==> src/rtl/pcie_tlp_pkg.sv <==
// Shared PCIe TLP decode definitions: fmt/type codes, header field positions, RX FSM states.
// Latency: n/a (constants, types and a helper function only).
// Backpressure: n/a.
package pcie_tlp_pkg;

  localparam logic [1:0] FMT_3DW_NODATA = 2'b00;
  localparam logic [1:0] FMT_4DW_NODATA = 2'b01;
  localparam logic [1:0] FMT_3DW_DATA   = 2'b10;
  localparam logic [1:0] FMT_4DW_DATA   = 2'b11;
  localparam logic [4:0] TYPE_MEM       = 5'b00000;

  // Header DW0 field positions
  localparam int DW0_FMT_LSB  = 29;
  localparam int DW0_TYPE_LSB = 24;
  localparam int DW0_TC_LSB   = 20;
  localparam int DW0_EP_BIT   = 14;
  localparam int DW0_ATTR_LSB = 12;
  localparam int DW0_LEN_LSB  = 0;

  // Header DW1 field positions
  localparam int DW1_REQID_LSB = 16;
  localparam int DW1_TAG_LSB   = 8;
  localparam int DW1_LBE_LSB   = 4;
  localparam int DW1_FBE_LSB   = 0;

  // bar_hit location in the bridge tuser sideband
  localparam int TUSER_BAR_LSB = 2;

  typedef enum logic [2:0] {
    ST_HDR0     = 3'd0,
    ST_HDR1     = 3'd1,
    ST_HDR2     = 3'd2,
    ST_HDR3     = 3'd3,
    ST_WR_DATA  = 3'd4,
    ST_RD_ISSUE = 3'd5,
    ST_DISCARD  = 3'd6
  } rx_state_e;

  // A zero length field means the maximum of 1024 DW.
  function automatic logic [10:0] decode_len(input logic [9:0] len);
    return (len == 10'd0) ? 11'd1024 : {1'b0, len};
  endfunction

endpackage

==> src/rtl/pcie_rx_tlp_stats.sv <==
// Accepted/dropped TLP counters, updated once per TLP on its final accepted beat.
// Latency: counters reflect a TLP one cycle after its final beat.
// Backpressure: none; purely observes the decoder's end-of-TLP strobe.
// Ports: i_tlp_end (final beat accepted), i_tlp_drop (that TLP was dropped),
//        o_tlp_count (accepted TLPs, wraps), o_drop_count (dropped TLPs, wraps).
module pcie_rx_tlp_stats (
  input  logic        clk,
  input  logic        rst_n,
  input  logic        i_tlp_end,
  input  logic        i_tlp_drop,
  output logic [31:0] o_tlp_count,
  output logic [15:0] o_drop_count
);

  logic [31:0] r_tlp_cnt;
  logic [15:0] r_drop_cnt;

  always_ff @(posedge clk or negedge rst_n) begin
    if (!rst_n) begin
      r_tlp_cnt  <= 32'd0;
      r_drop_cnt <= 16'd0;
    end else if (i_tlp_end) begin
      if (i_tlp_drop) r_drop_cnt <= r_drop_cnt + 16'd1;
      else            r_tlp_cnt  <= r_tlp_cnt + 32'd1;
    end
  end

  assign o_tlp_count  = r_tlp_cnt;
  assign o_drop_count = r_drop_cnt;

endmodule

==> src/rtl/artemis_pcie_rx_tlp_decoder.sv <==
// Decodes 32-bit RX memory TLPs into a write-beat stream and a one-entry read descriptor.
// Latency: write beat 1 cycle after RX accept; read descriptor 1 cycle after last header DW.
// Backpressure: write path stalls RX while a held beat is not taken; RX stalls in RD_ISSUE.
// Ports: i_rx_* / o_rx_tready  AXI-Stream TLP input (bar_hit in tuser[8:2])
//        o_wr_* / i_wr_ready   write beats (addr, data, be, last)
//        o_rd_* / i_rd_req_ready read request descriptor; o_rx_np_ok = slot empty
//        o_bar_hit, o_unsup    latched bar_hit and per-dropped-TLP pulse
// Optional: define PCIE_RX_TLP_STATS_EN to add o_tlp_count / o_drop_count.
module artemis_pcie_rx_tlp_decoder
  import pcie_tlp_pkg::*;
#(
  parameter logic [6:0] BAR_MASK = 7'h01
) (
  input  logic        clk,
  input  logic        rst_n,
  input  logic [31:0] i_rx_tdata,
  input  logic [3:0]  i_rx_tkeep,
  input  logic        i_rx_tlast,
  input  logic        i_rx_tvalid,
  output logic        o_rx_tready,
  input  logic [21:0] i_rx_tuser,
  output logic        o_rx_np_ok,
  output logic        o_wr_valid,
  input  logic        i_wr_ready,
  output logic [31:0] o_wr_addr,
  output logic [31:0] o_wr_data,
  output logic [3:0]  o_wr_be,
  output logic        o_wr_last,
  output logic        o_rd_req_valid,
  input  logic        i_rd_req_ready,
  output logic [31:0] o_rd_addr,
  output logic [10:0] o_rd_len,
  output logic [7:0]  o_rd_tag,
  output logic [15:0] o_rd_req_id,
  output logic [3:0]  o_rd_first_be,
  output logic [3:0]  o_rd_last_be,
  output logic [2:0]  o_rd_tc,
  output logic [1:0]  o_rd_attr,
  output logic [6:0]  o_bar_hit,
  output logic        o_unsup
`ifdef PCIE_RX_TLP_STATS_EN
  ,
  output logic [31:0] o_tlp_count,
  output logic [15:0] o_drop_count
`endif
);

  rx_state_e   r_state, w_state_nxt;
  logic        r_out_en;
  logic [1:0]  r_fmt;
  logic [2:0]  r_tc;
  logic [1:0]  r_attr;
  logic [10:0] r_len;
  logic [6:0]  r_bar;
  logic [15:0] r_req_id;
  logic [7:0]  r_tag;
  logic [3:0]  r_lbe, r_fbe;
  logic [31:0] r_addr;
  logic [10:0] r_beat;
  logic        r_wr_vld, r_wr_last, r_rd_vld, r_unsup;
  logic [31:0] r_wr_addr, r_wr_dat;
  logic [3:0]  r_wr_be;

  logic        w_rdy, w_acc;
  logic        w_unsup_evt, w_wr_beat, w_rd_start, w_addr_cap, w_last_hdr;
  logic [1:0]  w_d0_fmt;
  logic [6:0]  w_d0_bar;
  logic        w_d0_bad, w_is_4dw, w_is_wr;

  // tkeep is implied by the DW-granular protocol; other tuser bits are not used here.
  logic w_unused_ok;
  assign w_unused_ok = &{1'b0, i_rx_tkeep, i_rx_tuser[21:9], i_rx_tuser[1:0]};

  assign w_acc    = i_rx_tvalid && o_rx_tready;
  assign w_d0_fmt = i_rx_tdata[DW0_FMT_LSB +: 2];
  assign w_d0_bar = i_rx_tuser[TUSER_BAR_LSB +: 7];
  assign w_d0_bad = (i_rx_tdata[DW0_TYPE_LSB +: 5] != TYPE_MEM) ||
                    ((w_d0_bar & BAR_MASK) == 7'd0) ||
                    (i_rx_tdata[DW0_EP_BIT] &&
                     (w_d0_fmt == FMT_3DW_DATA || w_d0_fmt == FMT_4DW_DATA));
  assign w_is_4dw = (r_fmt == FMT_4DW_NODATA) || (r_fmt == FMT_4DW_DATA);
  assign w_is_wr  = (r_fmt == FMT_3DW_DATA)   || (r_fmt == FMT_4DW_DATA);

  always_comb begin
    w_rdy = 1'b0;
    case (r_state)
      ST_HDR0, ST_HDR1, ST_HDR2, ST_HDR3, ST_DISCARD: w_rdy = 1'b1;
      ST_WR_DATA:  w_rdy = !r_wr_vld || i_wr_ready;
      default:     w_rdy = 1'b0;
    endcase
  end

  // r_out_en keeps tready low while reset is held and for the first cycle after.
  assign o_rx_tready = r_out_en && w_rdy;

  always_ff @(posedge clk or negedge rst_n) begin
    if (!rst_n) begin
      r_state  <= ST_HDR0;
      r_out_en <= 1'b0;
    end else begin
      r_state  <= w_state_nxt;
      r_out_en <= 1'b1;
    end
  end

  // A drop detected on a beat that already carries tlast returns straight to
  // HDR0; otherwise the remainder of the TLP is drained in DISCARD.
  always_comb begin
    w_state_nxt = r_state;
    w_unsup_evt = 1'b0;
    w_wr_beat   = 1'b0;
    w_rd_start  = 1'b0;
    w_addr_cap  = 1'b0;
    w_last_hdr  = 1'b0;
    case (r_state)
      ST_HDR0: if (w_acc) begin
        if (w_d0_bad || i_rx_tlast) begin
          w_unsup_evt = 1'b1;
          w_state_nxt = i_rx_tlast ? ST_HDR0 : ST_DISCARD;
        end else begin
          w_state_nxt = ST_HDR1;
        end
      end
      ST_HDR1: if (w_acc) begin
        if (i_rx_tlast) begin
          w_unsup_evt = 1'b1;
          w_state_nxt = ST_HDR0;
        end else begin
          w_state_nxt = ST_HDR2;
        end
      end
      ST_HDR2: if (w_acc) begin
        if (w_is_4dw) begin
          if ((i_rx_tdata != 32'd0) || i_rx_tlast) begin
            w_unsup_evt = 1'b1;
            w_state_nxt = i_rx_tlast ? ST_HDR0 : ST_DISCARD;
          end else begin
            w_state_nxt = ST_HDR3;
          end
        end else begin
          w_last_hdr = 1'b1;
        end
      end
      ST_HDR3: if (w_acc) w_last_hdr = 1'b1;
      ST_WR_DATA: if (w_acc) begin
        w_wr_beat = 1'b1;
        if (i_rx_tlast) begin
          w_state_nxt = ST_HDR0;
          w_unsup_evt = (r_beat != r_len);
        end else if (r_beat == r_len) begin
          w_unsup_evt = 1'b1;
          w_state_nxt = ST_DISCARD;
        end
      end
      ST_RD_ISSUE: if (r_rd_vld && i_rd_req_ready) w_state_nxt = ST_HDR0;
      ST_DISCARD:  if (w_acc && i_rx_tlast) w_state_nxt = ST_HDR0;
      default:     w_state_nxt = ST_HDR0;
    endcase

    // Final header DW (HDR2 of a 3DW header, or HDR3): writes continue, reads end here.
    if (w_last_hdr) begin
      w_addr_cap = 1'b1;
      if (w_is_wr) begin
        w_unsup_evt = i_rx_tlast;
        w_state_nxt = i_rx_tlast ? ST_HDR0 : ST_WR_DATA;
      end else if (i_rx_tlast) begin
        w_rd_start  = 1'b1;
        w_state_nxt = ST_RD_ISSUE;
      end else begin
        w_unsup_evt = 1'b1;
        w_state_nxt = ST_DISCARD;
      end
    end
  end

  // Header capture and running address / beat counter
  always_ff @(posedge clk or negedge rst_n) begin
    if (!rst_n) begin
      r_fmt    <= 2'd0;
      r_tc     <= 3'd0;
      r_attr   <= 2'd0;
      r_len    <= 11'd0;
      r_bar    <= 7'd0;
      r_req_id <= 16'd0;
      r_tag    <= 8'd0;
      r_lbe    <= 4'd0;
      r_fbe    <= 4'd0;
      r_addr   <= 32'd0;
      r_beat   <= 11'd0;
    end else begin
      if (r_state == ST_HDR0 && w_acc) begin
        r_fmt  <= w_d0_fmt;
        r_tc   <= i_rx_tdata[DW0_TC_LSB +: 3];
        r_attr <= i_rx_tdata[DW0_ATTR_LSB +: 2];
        r_len  <= decode_len(i_rx_tdata[DW0_LEN_LSB +: 10]);
        r_bar  <= w_d0_bar;
      end
      if (r_state == ST_HDR1 && w_acc) begin
        r_req_id <= i_rx_tdata[DW1_REQID_LSB +: 16];
        r_tag    <= i_rx_tdata[DW1_TAG_LSB +: 8];
        r_lbe    <= i_rx_tdata[DW1_LBE_LSB +: 4];
        r_fbe    <= i_rx_tdata[DW1_FBE_LSB +: 4];
      end
      if (w_addr_cap) begin
        r_addr <= {i_rx_tdata[31:2], 2'b00};
        r_beat <= 11'd1;
      end else if (w_wr_beat) begin
        r_addr <= r_addr + 32'd4;
        r_beat <= r_beat + 11'd1;
      end
    end
  end

  // Registered write beat; holds until taken.
  always_ff @(posedge clk or negedge rst_n) begin
    if (!rst_n) begin
      r_wr_vld  <= 1'b0;
      r_wr_addr <= 32'd0;
      r_wr_dat  <= 32'd0;
      r_wr_be   <= 4'd0;
      r_wr_last <= 1'b0;
    end else if (w_wr_beat) begin
      r_wr_vld  <= 1'b1;
      r_wr_addr <= r_addr;
      r_wr_dat  <= i_rx_tdata;
      // first_be wins on beat 1, so a 1-DW write never uses last_be
      r_wr_be   <= (r_beat == 11'd1) ? r_fbe : ((r_beat == r_len) ? r_lbe : 4'hF);
      r_wr_last <= i_rx_tlast || (r_beat == r_len);
    end else if (i_wr_ready) begin
      r_wr_vld  <= 1'b0;
    end
  end

  always_ff @(posedge clk or negedge rst_n) begin
    if (!rst_n) begin
      r_rd_vld <= 1'b0;
      r_unsup  <= 1'b0;
    end else begin
      r_unsup <= w_unsup_evt;
      if (w_rd_start)          r_rd_vld <= 1'b1;
      else if (i_rd_req_ready) r_rd_vld <= 1'b0;
    end
  end

  assign o_wr_valid     = r_wr_vld;
  assign o_wr_addr      = r_wr_addr;
  assign o_wr_data      = r_wr_dat;
  assign o_wr_be        = r_wr_be;
  assign o_wr_last      = r_wr_last;
  assign o_rd_req_valid = r_rd_vld;
  assign o_rx_np_ok     = !r_rd_vld;
  // Descriptor fields are stable in RD_ISSUE since RX is stalled there.
  assign o_rd_addr      = r_addr;
  assign o_rd_len       = r_len;
  assign o_rd_tag       = r_tag;
  assign o_rd_req_id    = r_req_id;
  assign o_rd_first_be  = r_fbe;
  assign o_rd_last_be   = r_lbe;
  assign o_rd_tc        = r_tc;
  assign o_rd_attr      = r_attr;
  assign o_bar_hit      = r_bar;
  assign o_unsup        = r_unsup;

`ifdef PCIE_RX_TLP_STATS_EN
  // Remembers that the TLP in flight was already flagged (e.g. long write).
  logic r_dropped;
  logic w_tlp_end;
  assign w_tlp_end = w_acc && i_rx_tlast;

  always_ff @(posedge clk or negedge rst_n) begin
    if (!rst_n)           r_dropped <= 1'b0;
    else if (w_tlp_end)   r_dropped <= 1'b0;
    else if (w_unsup_evt) r_dropped <= 1'b1;
  end

  pcie_rx_tlp_stats u_stats (
    .clk          (clk),
    .rst_n        (rst_n),
    .i_tlp_end    (w_tlp_end),
    .i_tlp_drop   (w_unsup_evt || r_dropped),
    .o_tlp_count  (o_tlp_count),
    .o_drop_count (o_drop_count)
  );
`endif

endmodule

==> config.mk <==
export PLATFORM = sky130hd
export DESIGN_NAME = artemis_pcie_rx_tlp_decoder
export DESIGN_NICKNAME = d
export VERILOG_FILES = /design/src/rtl/pcie_tlp_pkg.sv /design/src/rtl/pcie_rx_tlp_stats.sv /design/src/rtl/artemis_pcie_rx_tlp_decoder.sv
export SDC_FILE = /design/constraint.sdc
export NUM_CORES = 1
export LEC_CHECK = 0
export ABC_AREA = 0
export CAP_MARGIN = 10
export CORE_UTILIZATION = 50
export DETAILED_ROUTE_END_ITERATION = 7
export MAX_ROUTING_LAYER = met4
export PLACE_DENSITY_LB_ADDON = 0.1
export RECOVER_POWER = 50
export SETUP_SLACK_MARGIN = 0.02
export SYNTH_ARGS = -nofsm -noshare
export SYNTH_HDL_FRONTEND = slang
export SYNTH_SLANG_ARGS = --single-unit
export TNS_END_PERCENT = 30
==> constraint.sdc <==
create_clock -name clk -period 3.9 [get_ports clk]
set_input_delay 0.585 -clock clk [delete_from_list [all_inputs] [get_ports clk]]
set_output_delay 0.585 -clock clk [all_outputs]
set_load 0.05 [all_outputs]
Word level (Yosys, flattened, before mapping)
Cells that the tools add are included.
{ "word_totals": {"out_inout_bits": 161, "wordCells": 125, "ff_bits": 176} }
{ "classes": {"muxes": 52, "addsub": 2, "n_reduce_logical": 28, "eq_ne": 23} }
{ "ops": {"columns": ["cell", "count"], "rows": [
  ["$mux 32", 2],
  ["$mux 3", 15],
  ["$mux 11", 3],
  ["$add 32x3->32 const B", 1],
  ["$reduce_bool 32->1", 1],
  ["$mux 1", 24],
  ["$ne 3x3->1 const B", 7],
  ["$pmux 3 s7", 1],
  ["$add 11x1->11 const B", 1],
  ["$eq 11x1->1 const B", 1],
  ["$eq 11x11->1", 1],
  ["$ne 11x11->1", 1],
  ["$logic_not 10->1", 1],
  ["$eq 3x3->1 const B", 3],
  ["$logic_or 1x1->1", 9],
  ["$reduce_and 9->1", 1],
  ["$eq 2x2->1 const B", 4],
  ["$mux 4", 2],
  ["$logic_and 1x1->1", 7],
  ["$logic_not 7->1", 1],
  ["$eq 3x2->1 const B", 2],
  ["$reduce_bool 2->1", 3],
  ["$reduce_bool 5->1", 1],
  ["$reduce_or 5->1", 1],
  ["9 further kinds", 12]
]} }

Longest topological paths before layout
{ "logic_depth": {"word_depth": 11, "ltp_mapped": 10, "mapped_depth_nobuf": 9} }

Least setup slack after synthesis
No wires, ideal clock.
{ "synth_path": {"kind": "register to output", "startpoint": "register r_wr_vld (netlist: o_wr_valid)", "endpoint": "output o_rx_tready", "t_required_ns": 3.315, "setup_slack_ns": 1.155, "path_stages_with_launch": 4, "arrival_time_ns": 2.160, "path_buffers": 0, "path_cell_list": "dfrtp_1 nor2b_1 a21o_1 a21boi_0"} }
{ "synth_between": {"elab_chain_cells": 4} }
{ "synth_rtl": {"columns": ["item", "line", "text"], "rows": [
  ["start, declared", "artemis_pcie_rx_tlp_decoder.sv:60", "logic r_wr_vld, r_wr_last, r_rd_vld, r_unsup;"],
  ["start signal, assigned", "artemis_pcie_rx_tlp_decoder.sv:217", "r_wr_vld <= 1'b0;"],
  ["start signal, assigned", "artemis_pcie_rx_tlp_decoder.sv:223", "r_wr_vld <= 1'b1;"],
  ["start signal, assigned", "artemis_pcie_rx_tlp_decoder.sv:230", "r_wr_vld <= 1'b0;"],
  ["$logic_not 1->1", "artemis_pcie_rx_tlp_decoder.sv:88", "ST_WR_DATA: w_rdy = !r_wr_vld || i_wr_ready;"],
  ["$logic_or 1x1->1", "artemis_pcie_rx_tlp_decoder.sv:88", null],
  ["$pmux 1 s2", "artemis_pcie_rx_tlp_decoder.sv:86", "case (r_state)"],
  ["$logic_and 1x1->1", "artemis_pcie_rx_tlp_decoder.sv:94", "assign o_rx_tready = r_out_en && w_rdy;"],
  ["end, declared", "artemis_pcie_rx_tlp_decoder.sv:20", "output logic o_rx_tready,"]
]} }
No other way between the ends.

Final worst setup path
{ "layout_path": {"startpoint": "input i_rx_tvalid", "endpoint": "register r_tag[1] (netlist: o_rd_tag[1])"} }
{ "layout_between": {"elab_chain_cells": 2} }
{ "layout_rtl": {"columns": ["item", "line", "text"], "rows": [
  ["start, declared", "artemis_pcie_rx_tlp_decoder.sv:19", "input logic i_rx_tvalid,"],
  ["$logic_and 1x1->1", "artemis_pcie_rx_tlp_decoder.sv:74", "assign w_acc = i_rx_tvalid && o_rx_tready;"],
  ["$logic_and 1x1->1", "artemis_pcie_rx_tlp_decoder.sv:198", "if (r_state == ST_HDR1 && w_acc) begin"],
  ["end signal, assigned", "artemis_pcie_rx_tlp_decoder.sv:200", "r_tag <= i_rx_tdata[DW1_TAG_LSB +: 8];"],
  ["end, declared", "artemis_pcie_rx_tlp_decoder.sv:56", "logic [7:0] r_tag;"]
]} }
No other way between the ends.
A chain may end at the register's enable or synchronous reset.

==> flow_summary.ini <==
[place]
detailedPlacementHpwl_mm = 14.7
post-place-ws_ns = 0.890
globalplace.congestion = 0.898
placement.io_buffers = 201

[finish]
share_of_final_layout_standard_cells_stronger_than_drive_strength_1 = 0.113
nets = 1031
antenna_cells = 0
flow.area_growth_from_synthesis_pct = 35.0

[worst_hold_path]
holdPathStages = 2
hold_path.class = register to register
holdCritStartpoint = o_wr_addr[27]$_DFFE_PN0P_
hold_path_sink = o_wr_addr[27]$_DFFE_PN0P_

[critical_path]
cp_num_cells = 5
critPathArrivalTime_ns = 3.35
worstPathBufferInverterCount = 2
ws_path_type = input port to register
crit_required_ns = 4.21
critPathMaxFanout = 20
end_kind = register
crit_family = buffers and inverters
timing.rr.end = o_unsup$_DFF_PN0_
worst-r2r-setup-slack_ns = 1.07
crit_path_cell_trace = dlygate4sd3_1 > and2_0 > nand3_1 > clkbuf_1 > mux2_2
slowest_delay_ns = 0.97
startpoint_type = input port
timing.rr.start = r_beat[6]$_DFFE_PN0P_
cp_slowest_cell = sky130_fd_sc_hd__clkbuf_1
r2r_cells = 9

[sta]
hold_viol = 0
layout_worst_path_cycle_share = 0.779
timing.setup.tns_ns = 0
rsz0062_at_grt = no
maxSlewViolCount = 99
setup_violations = 0
fmaxAchievable_mhz = 329
finalWorstPathRequiredPeriod_ns = 3.04
fin_skew_ns = 0.0110
tightestPinTransition_ns = 1.84
postLayoutSetupSlackWorst_ns = 0.860
worst_hold_slack_ns = 0.472
max-slew-margin-rel = -0.225

[detailed_routing]
vias = 6690
firstDrtPassIters = 7
drtAntennaViolNets = 0
viasPerCell = 5.75
dr_drc_count = 0
routed_wl_mm = 21.0
routedWlPerCell_um = 18.1
dr.first_iter.drc_count = 600

[floorplanning]
core_region_area_sq_um = 15200
die_width_um = 127
top_level_ports = 225
number_of_rows_created_at_floorplan = 45
die_height_um = 127
die_area_sq_um = 16100
floorplan.initialDensity = 0.513

[synth]
number_of_flops_mapped_to_enable_cells_by_yosys = 0
synth_seq_area_share = 0.551
yosysWarningCount = 0
ys_async_sr_fraction = 1.00
synth_ff_type = sky130_fd_sc_hd__dfrtp_1
synth_seq_cells = 172
mean_instance_size_in_the_synthesized_netlist_sq_um = 10.1
post_synth_instance_area_sq_um = 7800
ys_types = 58
post_syn_instances = 776

[cts]
cts_post_setup_buffers_inserted = 0
cts_hold_repair.buffers = 0
worstSkewPairLatency_ns = 0.43
clock_tree.buffer_depth = 2
clock-root-buffer = sky130_fd_sc_hd__clkbuf_16
tritoncts = yes
h_tree_depth = 4
clkTransAtPathRegs_ns = 0.06
cts-buffers-inserted = 17
cts-resized-gates = 0
tritoncts_num_sinks = 172

[run]
number_of_violations_of_the_max_capacitance_limit = 2

[global_route]
vias_in_the_first_global_route = 6505
overflow = 0
grt_pass1_wl_mm = 33.9
grt_usage = 0.280
maximum_number_of_pins_on_one_net_before_global_route_repair = 74
initial_antenna_violation_count = 0

[power_and_ir_drop]
power_density_nw_per_um2 = 930
leakage_nw = 4.78
total_power_mw = 9.80
vdd.ir_drop.worst_v = 0.000592

[run_status]
status = finished with violations
violations = capacitance limit, slew limit
## state kept, by name, summed over array words and instances (netlist names)
| register | cells |
|---|---|
| r_fmt | 2 |
| o_rd_req_id | 16 |
| o_rd_req_valid | 1 |
| o_rd_tc | 3 |
| r_out_en | 1 |
| o_rd_len | 11 |
| o_wr_valid | 1 |
| o_wr_be | 4 |
| o_rd_addr | 30 |
| o_wr_addr | 30 |
| o_wr_last | 1 |
| r_state | 3 |
| r_beat | 11 |
| o_bar_hit | 7 |
| o_rd_tag | 8 |
| o_rd_attr | 2 |
| o_wr_data | 32 |
| o_rd_first_be | 4 |
| o_unsup | 1 |
| o_rd_last_be | 4 |
## cell usage after synthesis (all sizes together), types with 3 or more instances
cell / number / area [sq um]
or3b: 3 / 28.8
nor4: 15 / 130
a21oi: 10 / 50.1
clkbuf: 37 / 139
nor2: 25 / 96.4
nor3: 17 / 96.4
ha: 4 / 50.1
and2: 3 / 18.8
dfrtp: 172 / 4300
nand2b: 6 / 37.5
a21o: 6 / 45.0
inv: 8 / 30.0
and3: 7 / 43.8
nor2b: 3 / 18.8
a31oi: 11 / 68.8
xor2: 17 / 149
a221o: 3 / 30.0
o311ai: 11 / 96.3
buf: 11 / 80.1
a22oi: 3 / 22.5
or3: 4 / 30.0
o21ai: 40 / 208
xnor2: 8 / 70.1
nand3: 20 / 100
nand4: 13 / 81.3
o211ai: 6 / 50.1
nand2: 230 / 863
mux2: 57 / 642
a41oi: 3 / 26.3
## how the worst max path moves through the flow
stage                                       from                           end  slack, ns
after CTS                             i_wr_ready                   o_rx_tready       0.88
after global placement                i_wr_ready                   o_rx_tready       0.92
after detailed placement              i_wr_ready                   o_rx_tready       0.89
final                                i_rx_tvalid       o_rd_tag[1]$_DFFE_PN0P_       0.86
after global routing                 i_rx_tvalid  o_rd_first_be[1]$_DFFE_PN0P_       0.70
after floorplan           o_wr_valid$_DFFE_PN0P_                   o_rx_tready       1.15
## cell usage in the layout (no fill, tap or decap), drive strengths merged, types with 3 or more instances in the layout
cell           Yosys  final
and3               7      7
inv                8      8
xor2              17     17
nor2b              3      3
clkinv             0      5
clkdlybuf4s50      0    197
o311ai            11     11
dlygate4sd3        0      3
or3b               3      3
nand2b             6      6
nand3             20     20
nand2            230    230
clkbuf            37     28
bufinv             0      4
a41oi              3      3
nor2              25     25
ha                 4      4
nor3              17     17
a31oi             11     11
nor4              15     15
and2               3      3
a221o              3      3
a22oi              3      3
or3                4      4
buf               11      7
dfrtp            172    172
xnor2              8      8
a21oi             10     10
nand4             13     13
a21o               6      6
o211ai             6      6
mux2              57     57
conb               2      5
o21ai             40     40
## power by group
group          total, mW  switching (mW)  internal, mW  leakage, nW
logic               4.91            3.29          1.62         2.24
clock network       1.79           0.686          1.11        0.304
registers           3.10           0.639          2.46         2.24
total               9.80            4.61          5.19         4.78
## metrics by stage
step	instance area [sq um]	cells	utilization
3_3_place_gp	9970	1132	0.656
6_report	10500	1164	0.693
4_1_cts	10600	1164	0.697
5_1_grt	10500	1164	0.693
3_5_place_dp	9970	1132	0.656
2_1_floorplan	7820	779	-
## metal layers
layer / track usage / wire (um) / vias to the layer above
li1: - / - / 3053
met1: 0.348 / 8810 / 3309
met2: 0.456 / 10600 / 288
met3: 0.0464 / 1190 / 40
met4: 0.116 / 490 / 0
met5: - / 0 / -
## area by class of cell
class	instances	area [sq um]
Multi-Input combinational cell	551	3250
Clock buffer	22	464
Sequential cell	172	4300
Inverter	8	30.0
Tap cell	188	235
Fill cell	1171	4660
Timing Repair Buffer	213	2090
Clock inverter	10	164
## cell families (layout without fill, tap and decap cells)
family                     after synthesis  after routing  synth area share
other                                    2              5          0.000962
AOI/OAI and AO/OA                      104            104            0.0895
adders and majority gates                4              4           0.00641
and+or+nand+nor                        354            354             0.207
buffers and inverters                   56            253            0.0319
DFF                                    172            172             0.551
muxes                                   59             59            0.0848
xor gates and xnor gates                25             25            0.0281
## worst min-delay path, cell delays in order (launching register included)
cell and delay [ns]:
sky130_fd_sc_hd__dfrtp_1 0.34, sky130_fd_sc_hd__nand2_1 0.05, sky130_fd_sc_hd__nand2_1 0.05
Power figures use the tool's default switching activity.
